$ cat src/rtl/multicycle_ctrl.sv
// -----------------------------------------------------------------------------
// multicycle_ctrl
// Sequencing controller for a multi-cycle RV32 subset datapath. Every
// instruction goes through FETCH, DECODE and EXECUTE. Depending on its class
// it then goes through MEMORY and/or WRITEBACK. One memory port is shared by
// instruction fetch and data access through a req/ready handshake. Retired
// instructions are counted in instret_o.
//
// Ports
//   clk_i         rising-edge clock
//   rst_i         asynchronous active-low reset
//   start_i       level-sensitive run enable
//   op_i          opcode field of the instruction register
//   zero_i        ALU zero flag (branch condition)
//   mem_ready_i   memory completes the current access this cycle
//   mem_req_o     memory access request
//   mem_we_o      write strobe, qualified by mem_req_o
//   iord_o        address select: 0 = PC, 1 = ALU result register
//   ir_write_o    load IR and old-PC register
//   pc_write_o    load PC
//   pc_src_o      PC source: 0 = ALU (pc+4), 1 = branch target
//   alu_src_a_o   0 = PC, 1 = rs1
//   alu_src_b_o   00 = rs2, 01 = constant 4, 10 = immediate
//   alu_op_o      00 = add, 01 = sub/compare, 10 = decode funct
//   reg_write_o   register file write enable
//   mem_to_reg_o  writeback source: 0 = ALU, 1 = memory data register
//   state_o       current state encoding
//   err_o         illegal opcode trap
//   instret_o     retired instruction count (wraps)
// -----------------------------------------------------------------------------
module multicycle_ctrl #(
  parameter int INSTRET_W = 32
) (
  input  logic                 clk_i,
  input  logic                 rst_i,
  input  logic                 start_i,
  input  logic [6:0]           op_i,
  input  logic                 zero_i,
  input  logic                 mem_ready_i,
  output logic                 mem_req_o,
  output logic                 mem_we_o,
  output logic                 iord_o,
  output logic                 ir_write_o,
  output logic                 pc_write_o,
  output logic                 pc_src_o,
  output logic                 alu_src_a_o,
  output logic [1:0]           alu_src_b_o,
  output logic [1:0]           alu_op_o,
  output logic                 reg_write_o,
  output logic                 mem_to_reg_o,
  output logic [3:0]           state_o,
  output logic                 err_o,
  output logic [INSTRET_W-1:0] instret_o
);

  typedef enum logic [3:0] {
    S_IDLE   = 4'd0,
    S_FETCH  = 4'd1,
    S_DECODE = 4'd2,
    S_EXEC_R = 4'd3,
    S_EXEC_I = 4'd4,
    S_ADDR   = 4'd5,
    S_MEM_RD = 4'd6,
    S_MEM_WR = 4'd7,
    S_WB_ALU = 4'd8,
    S_WB_MEM = 4'd9,
    S_BRANCH = 4'd10,
    S_ERR    = 4'd15
  } state_t;

  localparam logic [6:0] OP_R      = 7'b0110011;
  localparam logic [6:0] OP_I      = 7'b0010011;
  localparam logic [6:0] OP_LOAD   = 7'b0000011;
  localparam logic [6:0] OP_STORE  = 7'b0100011;
  localparam logic [6:0] OP_BRANCH = 7'b1100011;

  state_t                 r_state;
  state_t                 w_next;
  logic                   w_retire;
  logic [INSTRET_W-1:0]   r_instret;

  // State register; reset returns to IDLE, which drives every output low.
  always_ff @(posedge clk_i or negedge rst_i) begin
    if (!rst_i) begin
      r_state <= S_IDLE;
    end else begin
      r_state <= w_next;
    end
  end

  // Retired-instruction counter, bumped on the edge leaving a retiring state.
  always_ff @(posedge clk_i or negedge rst_i) begin
    if (!rst_i) begin
      r_instret <= {INSTRET_W{1'b0}};
    end else if (w_retire) begin
      r_instret <= r_instret + {{(INSTRET_W-1){1'b0}}, 1'b1};
    end else begin
      r_instret <= r_instret;
    end
  end

  // Next-state and output decode; Mealy terms use mem_ready_i and zero_i.
  always_comb begin
    w_next       = r_state;
    w_retire     = 1'b0;
    mem_req_o    = 1'b0;
    mem_we_o     = 1'b0;
    iord_o       = 1'b0;
    ir_write_o   = 1'b0;
    pc_write_o   = 1'b0;
    pc_src_o     = 1'b0;
    alu_src_a_o  = 1'b0;
    alu_src_b_o  = 2'b00;
    alu_op_o     = 2'b00;
    reg_write_o  = 1'b0;
    mem_to_reg_o = 1'b0;
    err_o        = 1'b0;

    case (r_state)
      S_IDLE: begin
        if (start_i) begin
          w_next = S_FETCH;
        end else begin
          w_next = S_IDLE;
        end
      end

      S_FETCH: begin
        mem_req_o   = 1'b1;
        alu_src_b_o = 2'b01;
        if (mem_ready_i) begin
          ir_write_o = 1'b1;
          pc_write_o = 1'b1;
          w_next     = S_DECODE;
        end else begin
          w_next     = S_FETCH;
        end
      end

      S_DECODE: begin
        case (op_i)
          OP_R:      w_next = S_EXEC_R;
          OP_I:      w_next = S_EXEC_I;
          OP_LOAD:   w_next = S_ADDR;
          OP_STORE:  w_next = S_ADDR;
          OP_BRANCH: w_next = S_BRANCH;
          default:   w_next = S_ERR;
        endcase
      end

      S_EXEC_R: begin
        alu_src_a_o = 1'b1;
        alu_op_o    = 2'b10;
        w_next      = S_WB_ALU;
      end

      S_EXEC_I: begin
        alu_src_a_o = 1'b1;
        alu_src_b_o = 2'b10;
        alu_op_o    = 2'b10;
        w_next      = S_WB_ALU;
      end

      S_ADDR: begin
        alu_src_a_o = 1'b1;
        alu_src_b_o = 2'b10;
        // IR is not rewritten after FETCH, so op_i still holds the
        // load/store opcode here. Bit 5 separates store from load.
        if (op_i[5]) begin
          w_next = S_MEM_WR;
        end else begin
          w_next = S_MEM_RD;
        end
      end

      S_MEM_RD: begin
        mem_req_o = 1'b1;
        iord_o    = 1'b1;
        if (mem_ready_i) begin
          w_next = S_WB_MEM;
        end else begin
          w_next = S_MEM_RD;
        end
      end

      S_MEM_WR: begin
        mem_req_o = 1'b1;
        iord_o    = 1'b1;
        mem_we_o  = 1'b1;
        if (mem_ready_i) begin
          w_retire = 1'b1;
          w_next   = start_i ? S_FETCH : S_IDLE;
        end else begin
          w_next   = S_MEM_WR;
        end
      end

      S_WB_ALU: begin
        reg_write_o = 1'b1;
        w_retire    = 1'b1;
        w_next      = start_i ? S_FETCH : S_IDLE;
      end

      S_WB_MEM: begin
        reg_write_o  = 1'b1;
        mem_to_reg_o = 1'b1;
        w_retire     = 1'b1;
        w_next       = start_i ? S_FETCH : S_IDLE;
      end

      S_BRANCH: begin
        alu_src_a_o = 1'b1;
        alu_op_o    = 2'b01;
        pc_src_o    = 1'b1;
        pc_write_o  = zero_i;
        w_retire    = 1'b1;
        w_next      = start_i ? S_FETCH : S_IDLE;
      end

      S_ERR: begin
        err_o  = 1'b1;
        w_next = S_ERR;
      end

      // Unused encodings are treated as a fault and trapped.
      default: begin
        w_next = S_ERR;
      end
    endcase
  end

  assign state_o   = r_state;
  assign instret_o = r_instret;

endmodule
$ cat config.mk
export PLATFORM = sky130hd
export DESIGN_NAME = multicycle_ctrl
export DESIGN_NICKNAME = d
export VERILOG_FILES = /design/src/rtl/multicycle_ctrl.sv
export SDC_FILE = /design/constraint.sdc
export NUM_CORES = 1
export LEC_CHECK = 0
export BUFFER_PORTS_ARGS = -buffer_cell sky130_fd_sc_hd__buf_4
export CAP_MARGIN = 5
export CORE_ASPECT_RATIO = 0.8
export CORE_UTILIZATION = 51
export DETAILED_ROUTE_END_ITERATION = 10
export HOLD_SLACK_MARGIN = 0.02
export PLACE_DENSITY = 0.81
export SLEW_MARGIN = 20
export SYNTH_ARGS = -nofsm -noshare
export SYNTH_HDL_FRONTEND = slang
export SYNTH_SLANG_ARGS = --single-unit
$ cat constraint.sdc
create_clock -name clk_i -period 2.5 [get_ports clk_i]
set_input_delay 0.125 -clock clk_i [delete_from_list [all_inputs] [get_ports clk_i]]
set_output_delay 0.125 -clock clk_i [all_outputs]
set_load 0.05 [all_outputs]
==> key figures, run 1 <==
Run status
  • Outcome: completed

Worst setup path
  • Slowest cell delay on critical path: between 0.6 and 0.7 ns
  • Critical setup path kind: flip-flop to flip-flop
  • CP delay by family, top: simple AND/OR/NAND/NOR gates
  • Startpoint Class: flip-flop
  • Setup crit end kind: flip-flop
  • R2R setup slack: 0.43 ns
  • Reg2reg end: instret_o[31]
  • Critical path arrival: 2.29 ns
  • CP max FO: 16
  • Reg2reg path depth: 5
  • Worst path cell trace: and4b_2 > a22oi_2 > or3b_1 > nor4_1 > xor2_1
  • CP max stage cell: dfrtp_1
  • RR Startpoint: state_o[0]
  • Buf/Inv on CP: 0
  • WP data required: 2.72 ns

Yosys
  • Most common cell in the netlist: dfrtp_1
  • Syn_area_per_cell: approximately 9.7 sq um
  • Post-synthesis cell count: 207
  • Synthesized area: ~2000 sq um
  • Synth unique cells: 47
  • EDFF count, synth: 0
  • Ys Warns: 0
  • Top FF cell, synth: dfrtp_1
  • Largest area contributor in the netlist: dfrtp_1
  • Synth top area share: 45.1%
  • Syn nets: 220
  • Synth area leaders: dfrtp_1, xor2_1, xnor2_1
  • #FFs+latches synth: 36
  • Commonest cells in the synthesized netlist: dfrtp_1, nor2_1, nand2_1, xor2_1, xnor2_1
  • Async SR Flop Fraction: between 90% and 100%
  • Sequential share of the synthesized area: 45.1%

STA
  • Final setup violating endpoints: 0
  • Setup TNS: 0 ns
  • Fin crit period: 2.07 ns
  • Final Skew: 0.00628 ns
  • Period utilization: approximately 83%
  • Final Hold Viols: 0
  • Relative slew slack: approximately 69%
  • Fin. max-slew vios: 0
  • FMAX: just under 500 MHz
  • Hold slack: 0.0953 ns
  • RSZ-0062 raised after global routing: false
  • Measured slew at the worst slew-check pin: ~0.47 ns

Route
  • Vias/cell: 5.39
  • DRT Pass-1 Iters: 4
  • Post-route DRC: 0
  • DR iter-0 viols: 75
  • Total Wirelength: 4.62 mm
  • Via Count: 1729
  • Drt wl/cell: approximately 14 um
  • Post-route ant nets: 0

Worst hold path
  • Hold_sp: start_i
  • Worst hold path endpoint: state_o[0]
  • HP Class: input port to flip-flop
  • Hold path depth: 3

Global routing
  • Largest net degree at the start of global routing: 37
  • GRT overflow: 0
  • Vias in the first global route: around 1600
  • Total GRT Usage: between 20% and 30%
  • Initial antenna violation count: 0
  • First-pass GRT wire length: 7.71 mm

Clock tree
  • Clk root buf: clkbuf_8
  • Clk slew on worst S/H paths: 0.07 ns
  • Clock latency on the worst-skew pair: 0.29 ns
  • CTS tree: yes
  • CTS Buffer Depth: 2
  • CTS H-tree depth: 2
  • Clock sinks: 36
  • Total CTS buffers: 5

Placed design
  • GP Congestion: between 0.7 and 0.8
  • Post-DP HPWL: about 3.5 mm
  • Placed Area: between 2000 and 3000 sq um
  • Port-buffer cells: 61
  • Placed insts: 312

Die
  • Core area: 3590 sq um
  • Die H: roughly 58 um
  • I/O pins: 62
  • Row Count: 19
  • Die Footprint: 4180 sq um
  • Initial core utilization: 55.7%
  • DIE WIDTH: 72.0 um

Pwr
  • Maximum VDD drop: 541 uV
  • LEAKAGE: roughly 1.3 nW
  • Pwr dens: 427 nW/um^2

Cells and area
  • Utilization after layout: 73.1%
  • Fin cells: 321
  • # diodes: 0
  • Synth-to-layout area growth: 31.2%
  • # fillers: 283
  • Nets: 281
  • Share of cells above drive strength 1: 32.3%
  • Design area: 2620 sq um

Flow run
  • Max-cap viol count: 0
==> through the flow <==
| stage | setup WS [ns] | power (W) |
|---|---|---|
| CTS | 0.449 | 0.00113 |
| global placement | 0.538 | 0.000627 |
| detailed placement | 0.452 | 0.000628 |
| floorplan | -0.238 | 0.000602 |
| global route | 0.297 | 0.00117 |
| finish | 0.427 | 0.00112 |
==> worst max path at each step <==
stage | startpoint | to | slack [ns] | cells past startpoint
after floorplan | state_o[1] | pc_write_o | -0.24 | 5
after global placement | state_o[0] | instret_o[18] | 0.54 | 5
after detailed placement | state_o[0] | instret_o[31] | 0.45 | 5
after CTS | state_o[0] | instret_o[31] | 0.45 | 5
after global routing | state_o[0] | instret_o[31] | 0.30 | 5
final | state_o[0] | instret_o[31] | 0.43 | 5
==> sequential cells by signal, indices dropped and copies added (netlist names) <==
name,cells
instret_o,32
state_o,4
==> final cells by class <==
type	instances	area [sq um]	area share [%]
clock buffer	5	68.8	2.62
tap	52	65.1	2.48
inverter	3	11.3	0.429
multi-input combinational	157	1040	39.8
sequential	36	901	34.4
timing repair buffer	65	490	18.7
clock inverter	3	42.5	1.62
==> layer usage <==
| layer | global-route usage (%) | vias to the layer above | part of all wire [%] | wire [um] |
|---|---|---|---|---|
| li1 | - | 838 | - | - |
| met1 | 35.1 | 823 | 48 | 2230 |
| met2 | 36.8 | 61 | 45 | 2090 |
| met3 | 5.74 | 7 | 5.2 | 242 |
| met4 | 7.84 | 0 | 1.3 | 59 |
| met5 | 0 | - | 0 | 0 |
==> tightest hold or removal path, cell delays in order <==
cell and delay [ns]:
buf_4 0.08, a22oi_1 0.06, o221ai_1 0.07
==> placed cells by master (no fill, tap or decap), drive strengths merged, types with 5 or more instances in the layout <==
cell type	instances
clkbuf	5
xor2	17
dfrtp	36
nand2	17
nand3	13
a21oi	5
o21ai	6
buf	64
xnor2	16
nand4	10
nor3	10
nor2	18
==> power breakdown <==
group	total, W	internal, W	switching (W)
Clock	0.000502	0.000295	0.000207
Sequential	0.000582	0.000582	0
Combinational	0.0000352	0.0000157	0.0000195
Total	0.00112	0.000893	0.000226
==> kinds of logic (layout without fill, tap and decap cells) <==
kind of cell | Yosys count | after routing | share of synthesized area, %
adders and majority gates | 1 | 1 | 0.626
DFF | 36 | 36 | 45.1
AOI/OAI and AO/OA | 22 | 22 | 7.51
buffers and inverters | 14 | 76 | 3.25
muxes | 1 | 1 | 0.563
and+or+nand+nor | 100 | 100 | 28.5
xor gates and xnor gates | 33 | 33 | 14.5
==> what timing repair did <==
item | CTS | global route
endpoints found under the setup margin | 0 | 0
endpoints found under the hold margin | 36 | 0
gates resized for setup | 0 | 0
setup buffers | 0 | 0
hold buffers | 1 | 0
No activity file was read; power rests on OpenSTA's default activity.
==> run 2, diff against run 1 <==
--- a/config.mk
+++ b/config.mk
@@ -8,10 +8,10 @@
 export BUFFER_PORTS_ARGS = -buffer_cell sky130_fd_sc_hd__buf_4
 export CAP_MARGIN = 5
 export CORE_ASPECT_RATIO = 0.8
-export CORE_UTILIZATION = 51
+export CORE_UTILIZATION = 46
 export DETAILED_ROUTE_END_ITERATION = 10
 export HOLD_SLACK_MARGIN = 0.02
-export PLACE_DENSITY = 0.81
+export PLACE_DENSITY = 0.77
 export SLEW_MARGIN = 20
 export SYNTH_ARGS = -nofsm -noshare
 export SYNTH_HDL_FRONTEND = slang
==> constraint.sdc (replaced) <==
create_clock -name clk_i -period 1.8 [get_ports clk_i]
set_input_delay 0.09 -clock clk_i [delete_from_list [all_inputs] [get_ports clk_i]]
set_output_delay 0.09 -clock clk_i [all_outputs]
set_load 0.05 [all_outputs]
==> run 2 against run 1 <==
Effect of this change:
- worst hold slack worse by 0.027 ns
- power up 24%
- sequential power up 39%
- cell count up 11%
- highest routed layer unchanged
- setup slack worse by 0.41 ns
- critical endpoint is now instret_o[26]
==> key figures, run 2 (synthesis results as in run 1) <==
Run status
  • Outcome: completed

STA
  • Period utilization: 99.3% (+16 points)
  • Measured slew at the worst slew-check pin: 0.440 ns (-0.0285 ns)
  • Relative slew slack: 70.7% (+1.9 points)
  • Final setup violating endpoints: 0 (unchanged)
  • Fin. max-slew vios: 0 (unchanged)
  • Fin crit period: 1.79 ns (-0.286 ns)
  • FMAX: 560 MHz (+16%)
  • RSZ-0062 raised after global routing: true
  • Final Hold Viols: 0 (unchanged)
  • Final Skew: 0.00613 ns (-0.000143 ns)
  • Final setup margin: 0.0131 ns (-0.414 ns)

Die
  • Initial core utilization: 47.9% (-7.8 points)
  • I/O pins: 62 (unchanged)
  • Die H: 61.0 um (+5.1%)
  • Die Footprint: 4620 sq um (+11%)
  • Core area: 4180 sq um (+16%)
  • Row Count: 21 (+2)
  • DIE WIDTH: 75.7 um (+5.1%)

Global routing
  • Total GRT Usage: 20.9% (-3.5 points)
  • GRT overflow: 0 (unchanged)
  • Largest net degree at the start of global routing: 37 (unchanged)
  • Initial antenna violation count: 0 (unchanged)
  • First-pass GRT wire length: 7.16 mm (-7.2%)
  • Vias in the first global route: 1576 (-2.1%)

Worst hold path
  • Hold path depth: 3 (unchanged)
  • Worst hold path endpoint: state_o[0]
  • HP Class: input port to flip-flop
  • Hold_sp: start_i

Clock tree
  • Clock latency on the worst-skew pair: 0.28 ns (about the same)
  • CTS Buffer Depth: 2 (unchanged)
  • CTS H-tree depth: 2 (unchanged)
  • Clk slew on worst S/H paths: 0.06 ns (about the same)
  • Total CTS buffers: 5 (unchanged)
  • Clock sinks: 36 (unchanged)
  • CTS tree: yes
  • Clk root buf: clkbuf_8
  • # Post-CTS Setup Buffers: 0 (unchanged)

Worst setup path
  • Reg2reg path depth: 5 (unchanged)
  • Setup crit end kind: flip-flop
  • WP data required: 2.00 ns (-0.72 ns)
  • CP max FO: 4 (-12)
  • R2R setup slack: 0.01 ns (-0.41 ns)
  • Reg2reg end: instret_o[26]
  • Startpoint Class: flip-flop
  • RR Startpoint: instret_o[8]
  • Critical setup path kind: flip-flop to flip-flop
  • Critical path arrival: 1.99 ns (-0.30 ns)

Placed design
  • Placed insts: 346 (+11%)
  • Post-DP HPWL: 3.67 mm (+5.6%)
  • DP Worst Slack: -0.0196 ns (-0.471 ns)
  • Port-buffer cells: 61 (unchanged)
  • GP Congestion: 0.778 (-1.8%)

Pwr
  • Maximum VDD drop: 336 uV (-38%)
  • Total Power: 0.00139 W (+24%)
  • LEAKAGE: 1.44 nW (+11%)
  • Pwr dens: 467 nW/um^2 (+9.4%)

Route
  • Via Count: 1871 (+8.2%)
  • Total Wirelength: 4.77 mm (+3.1%)
  • Post-route DRC: 0 (unchanged)
  • DRT Pass-1 Iters: 5 (+1)
  • Drt wl/cell: 13.4 um (-6.8%)
  • Post-route ant nets: 0 (unchanged)
  • DR iter-0 viols: 91 (+21%)
  • Vias/cell: 5.27 (-2.2%)

Flow run
  • Max-cap viol count: 0 (unchanged)

Cells and area
  • Synth-to-layout area growth: 48.7%
  • Most common cell after layout, fill and taps aside: buf_4
  • Share of cells above drive strength 1: 50.7% (+18 points)
  • Nets: 310 (+10%)
  • # diodes: 0 (unchanged)
  • Commonest cells after routing, fill and taps aside: buf_4, dfrtp_1, xor2_1
  • Max reg flops: 32 (unchanged)
  • Fin cells: 355 (+11%)
  • Utilization after layout: 71.2% (-1.9 points)
[run 2: cell count changes in the layout (fill, tap and decap cells not counted), moves of 3 or more]
| cell | before | now |
|---|---|---|
| dfrtp_1 | 36 | 20 |
| clkbuf_1 | 0 | 3 |
| dfrtp_2 | 0 | 16 |
| nand3_1 | 12 | 8 |
| nand3_2 | 1 | 5 |
| buf_4 | 64 | 91 |
[run 2: how the worst max path moves through the flow]
stage	depth (start not counted)	start	slack [ns]	to
after global placement	6	instret_o[0]	0.04	instret_o[28]
after global routing	6	instret_o[1]	-0.05	instret_o[26]
final	5	instret_o[8]	0.01	instret_o[26]
after detailed placement	6	instret_o[0]	-0.02	instret_o[26]
after CTS	5	instret_o[8]	0.01	instret_o[26]
after floorplan	6	state_o[3]	-0.26	instret_o[20]
[run 2: critical path, cell delays in order, from the launching register on]
cell and delay [ns]:
dfrtp_2 0.35, nand4_1 0.11, or2_1 0.26, or4_4 0.59, nor4b_4 0.25, xor2_1 0.16
[run 2: routing by layer]
metal  vias up  global-route usage, %  share of wire, %
met2        43                   32.5                48
met4         0                   5.56              0.63
li1        913                      -                 -
met5         -                      0                 0
met3         5                   4.82               3.1
met1       910                   29.6                48
[run 2: through the flow]
step	TNS, ns	instance area, sq um	hold slack [ns]
floorplan	-4.06	2170	-0.206
global placement	0	2840	0.0652
detailed placement	-0.0291	2840	0.0671
CTS	0	2940	0.0578
global route	-0.0872	2970	0.0667
finish	0	2970	0.0685
[run 2: layout make-up]
| type | instances | area (sq um) |
|---|---|---|
| sequential | 36 | 921 |
| clock buffer | 8 | 80.1 |
| inverter | 3 | 15.0 |
| multi-input combinational | 157 | 1170 |
| fill | 305 | 1200 |
| tap | 57 | 71.3 |
| timing repair buffer | 94 | 716 |
[run 2: power by group]
| part | leakage, nW | switching, W | internal (W) | total (W) |
|---|---|---|---|---|
| Sequential | 0.461 | 0 | 0.000809 | 0.000809 |
| Combinational | 0.937 | 0.0000274 | 0.0000220 | 0.0000493 |
| Clock | 0.0395 | 0.000256 | 0.000275 | 0.000530 |
[run 2: repair_timing]
item / in CTS / in global routing
pin swaps: 1 / 0
endpoints found under the setup margin: 4 / 12
hold endpoints to repair: 36 / 0
gates resized for setup: 2 / 7
hold buffers: 1 / 0
gates cloned: 0 / 0
==> run 3, diff against run 2 <==
--- a/config.mk
+++ b/config.mk
@@ -8,10 +8,10 @@
 export BUFFER_PORTS_ARGS = -buffer_cell sky130_fd_sc_hd__buf_4
 export CAP_MARGIN = 5
 export CORE_ASPECT_RATIO = 0.8
-export CORE_UTILIZATION = 46
+export CORE_UTILIZATION = 55
 export DETAILED_ROUTE_END_ITERATION = 10
 export HOLD_SLACK_MARGIN = 0.02
-export PLACE_DENSITY = 0.77
+export PLACE_DENSITY = 0.86
 export SLEW_MARGIN = 20
 export SYNTH_ARGS = -nofsm -noshare
 export SYNTH_HDL_FRONTEND = slang
==> constraint.sdc (replaced) <==
create_clock -name clk_i -period 2.27 [get_ports clk_i]
set_input_delay 0.1135 -clock clk_i [delete_from_list [all_inputs] [get_ports clk_i]]
set_output_delay 0.1135 -clock clk_i [all_outputs]
set_load 0.05 [all_outputs]
==> run 3 against run 2 <==
Effect of this change:
- via count down 6.4%
- setup slack better by 0.23 ns
- non-clock buffer count down 28
- cell area down 11%
- critical path depth up 1
==> key figures, run 3 (synthesis results as in run 1) <==
Die
  • Die Footprint: 3880 sq um (-16%)
  • Row Count: 19 (-9.5%)
  • I/O pins: 62 (unchanged)
  • DIE WIDTH: 69.4 um (-8.3%)
  • Die H: 55.9 um (-8.3%)
  • Initial core utilization: 58.0% (+10 points)
  • Core area: 3450 sq um (-17%)

Worst setup path
  • Slowest cell delay on critical path: 0.55 ns (-0.04 ns)
  • CP max stage cell: or4_4
  • R2R setup slack: 0.24 ns (+0.23 ns)
  • WP data required: 2.49 ns (+0.49 ns)
  • Startpoint Class: flip-flop
  • Reg2reg end: instret_o[28]
  • Critical setup path kind: flip-flop to flip-flop
  • Setup crit end kind: flip-flop
  • RR Startpoint: instret_o[1]
  • Critical path arrival: 2.25 ns (+0.26 ns)
  • CP max FO: 6 (+2)
  • Reg2reg path depth: 6 (+1)
  • Worst path cell trace: ha_1 > and3_1 > nand4_1 > or4_4 > nor3_1 > xor2_1
  • CP delay by family, top: simple AND/OR/NAND/NOR gates
  • Buf/Inv on CP: 0 (unchanged)

Clock tree
  • Clock latency on the worst-skew pair: 0.29 ns (about the same)
  • CTS Buffer Depth: 2 (unchanged)
  • CTS tree: yes
  • Total CTS buffers: 5 (unchanged)
  • Hold-fix buffers, CTS: 1 (unchanged)
  • Clock sinks: 36 (unchanged)
  • Clk slew on worst S/H paths: 0.07 ns (about the same)
  • Clk root buf: clkbuf_8
  • # Post-CTS Setup Buffers: 0 (unchanged)
  • Post-cts resize count: 0 (-2)
  • CTS H-tree depth: 2 (unchanged)

Global routing
  • Largest net degree at the start of global routing: 37 (unchanged)
  • Initial antenna violation count: 0 (unchanged)
  • First-pass GRT wire length: 7.72 mm (+7.9%)
  • Total GRT Usage: 25.8% (+4.9 points)
  • Vias in the first global route: 1579 (+0.19%)
  • GRT overflow: 0 (unchanged)

Worst hold path
  • Worst hold path endpoint: state_o[0]
  • Hold_sp: start_i
  • HP Class: input port to flip-flop
  • Hold path depth: 3 (unchanged)

Route
  • Total Wirelength: 4.61 mm (-3.2%)
  • Vias/cell: 5.61 (+6.5%)
  • Post-route ant nets: 0 (unchanged)
  • Via Count: 1751 (-6.4%)
  • DR iter-0 viols: 76 (-16%)
  • Post-route DRC: 0 (unchanged)
  • DRT Pass-1 Iters: 4 (-1)
  • Drt wl/cell: 14.8 um (+10%)

Placed design
  • Placed insts: 303 (-12%)
  • Post-DP HPWL: 3.32 mm (-9.3%)
  • Placed Area: 2510 sq um (-12%)
  • GP Congestion: 0.803 (+3.2%)
  • Port-buffer cells: 61 (unchanged)

Cells and area
  • Commonest cells after routing, fill and taps aside: buf_4, dfrtp_1, nor2_1
  • Nets: 282 (-9.0%)
  • Register area: 901 sq um (-2.2%)
  • Design area: 2650 sq um (-11%)
  • Fin cells: 312 (-12%)
  • Area occupied by multi-input gates: 1060 sq um (-9.7%)
  • Max reg flops: 32 (unchanged)
  • # fillers: 259 (-15%)
  • # diodes: 0 (unchanged)
  • Utilization after layout: 76.8% (+5.6 points)
  • Most common cell after layout, fill and taps aside: buf_4
  • Synth-to-layout area growth: 32.4%
  • Share of cells above drive strength 1: 33.0% (-18 points)

STA
  • Hold slack: 0.0733 ns (+0.00479 ns)
  • Final Hold Viols: 0 (unchanged)
  • Final Skew: 0.00457 ns (-0.00157 ns)
  • Measured slew at the worst slew-check pin: 0.466 ns (+0.0258 ns)
  • Fin. max-slew vios: 0 (unchanged)
  • RSZ-0062 raised after global routing: false
  • Final setup violating endpoints: 0 (unchanged)
  • Relative slew slack: 68.9% (-1.7 points)
  • Period utilization: 89.5% (-9.8 points)
  • FMAX: 492 MHz (-12%)
  • Fin crit period: 2.03 ns (+0.244 ns)

Pwr
  • LEAKAGE: 1.33 nW (-7.7%)
  • Maximum VDD drop: 452 uV (+34%)
  • Pwr dens: 490 nW/um^2 (+5.1%)

Run status
  • Outcome: completed

Flow run
  • Max-cap viol count: 0 (unchanged)
run 3: layer usage:
layer  track usage [%]  up-vias  wire length (um)
li1                  -      846                 -
met1              37.0      837              2100
met2              37.6       60              2140
met3              7.43        8               309
met4              8.75        0                57
met5                 0        -                 0
run 3: final cells by class:
type,instances,share of cell area [%]
clock buffers,7,3.64
repair buffers,66,18.8
clock inverters,1,1.13
inverters,3,0.426
multi-input cells,157,40.0
well taps,42,1.99
flip-flops and latches,36,34.0
run 3: worst reg2reg max path: stages (launching register included):
cell	delay, ns
dfrtp_1	0.44
ha_1	0.21
and3_1	0.17
nand4_1	0.12
or4_4	0.55
nor3_1	0.29
xor2_1	0.17
run 3: how the worst max path moves through the flow:
stage / start / endpoint / slack (ns) / cells after the start
floorplan: state_o[1] / pc_write_o / -0.11 / 5
global placement: instret_o[0] / instret_o[26] / 0.41 / 6
detailed placement: instret_o[0] / instret_o[26] / 0.30 / 6
CTS: instret_o[1] / instret_o[26] / 0.25 / 6
global route: instret_o[0] / instret_o[28] / 0.16 / 6
finish: instret_o[1] / instret_o[28] / 0.24 / 6
run 3: power by group:
part | switching, W | internal, W | total, W
registers | 0 | 0.000641 | 0.000641
logic | 0.0000214 | 0.0000173 | 0.0000387
clock network | 0.000231 | 0.000387 | 0.000618
total | 0.000252 | 0.00105 | 0.00130
run 3: per-stage QoR:
stage | setup slack, ns | power [W] | setup TNS [ns]
after CTS | 0.250 | 0.00131 | 0
after global routing | 0.160 | 0.00134 | 0
after detailed placement | 0.300 | 0.000691 | 0
final | 0.239 | 0.00130 | 0
after floorplan | -0.111 | 0.000663 | -0.362
after global placement | 0.408 | 0.000690 | 0
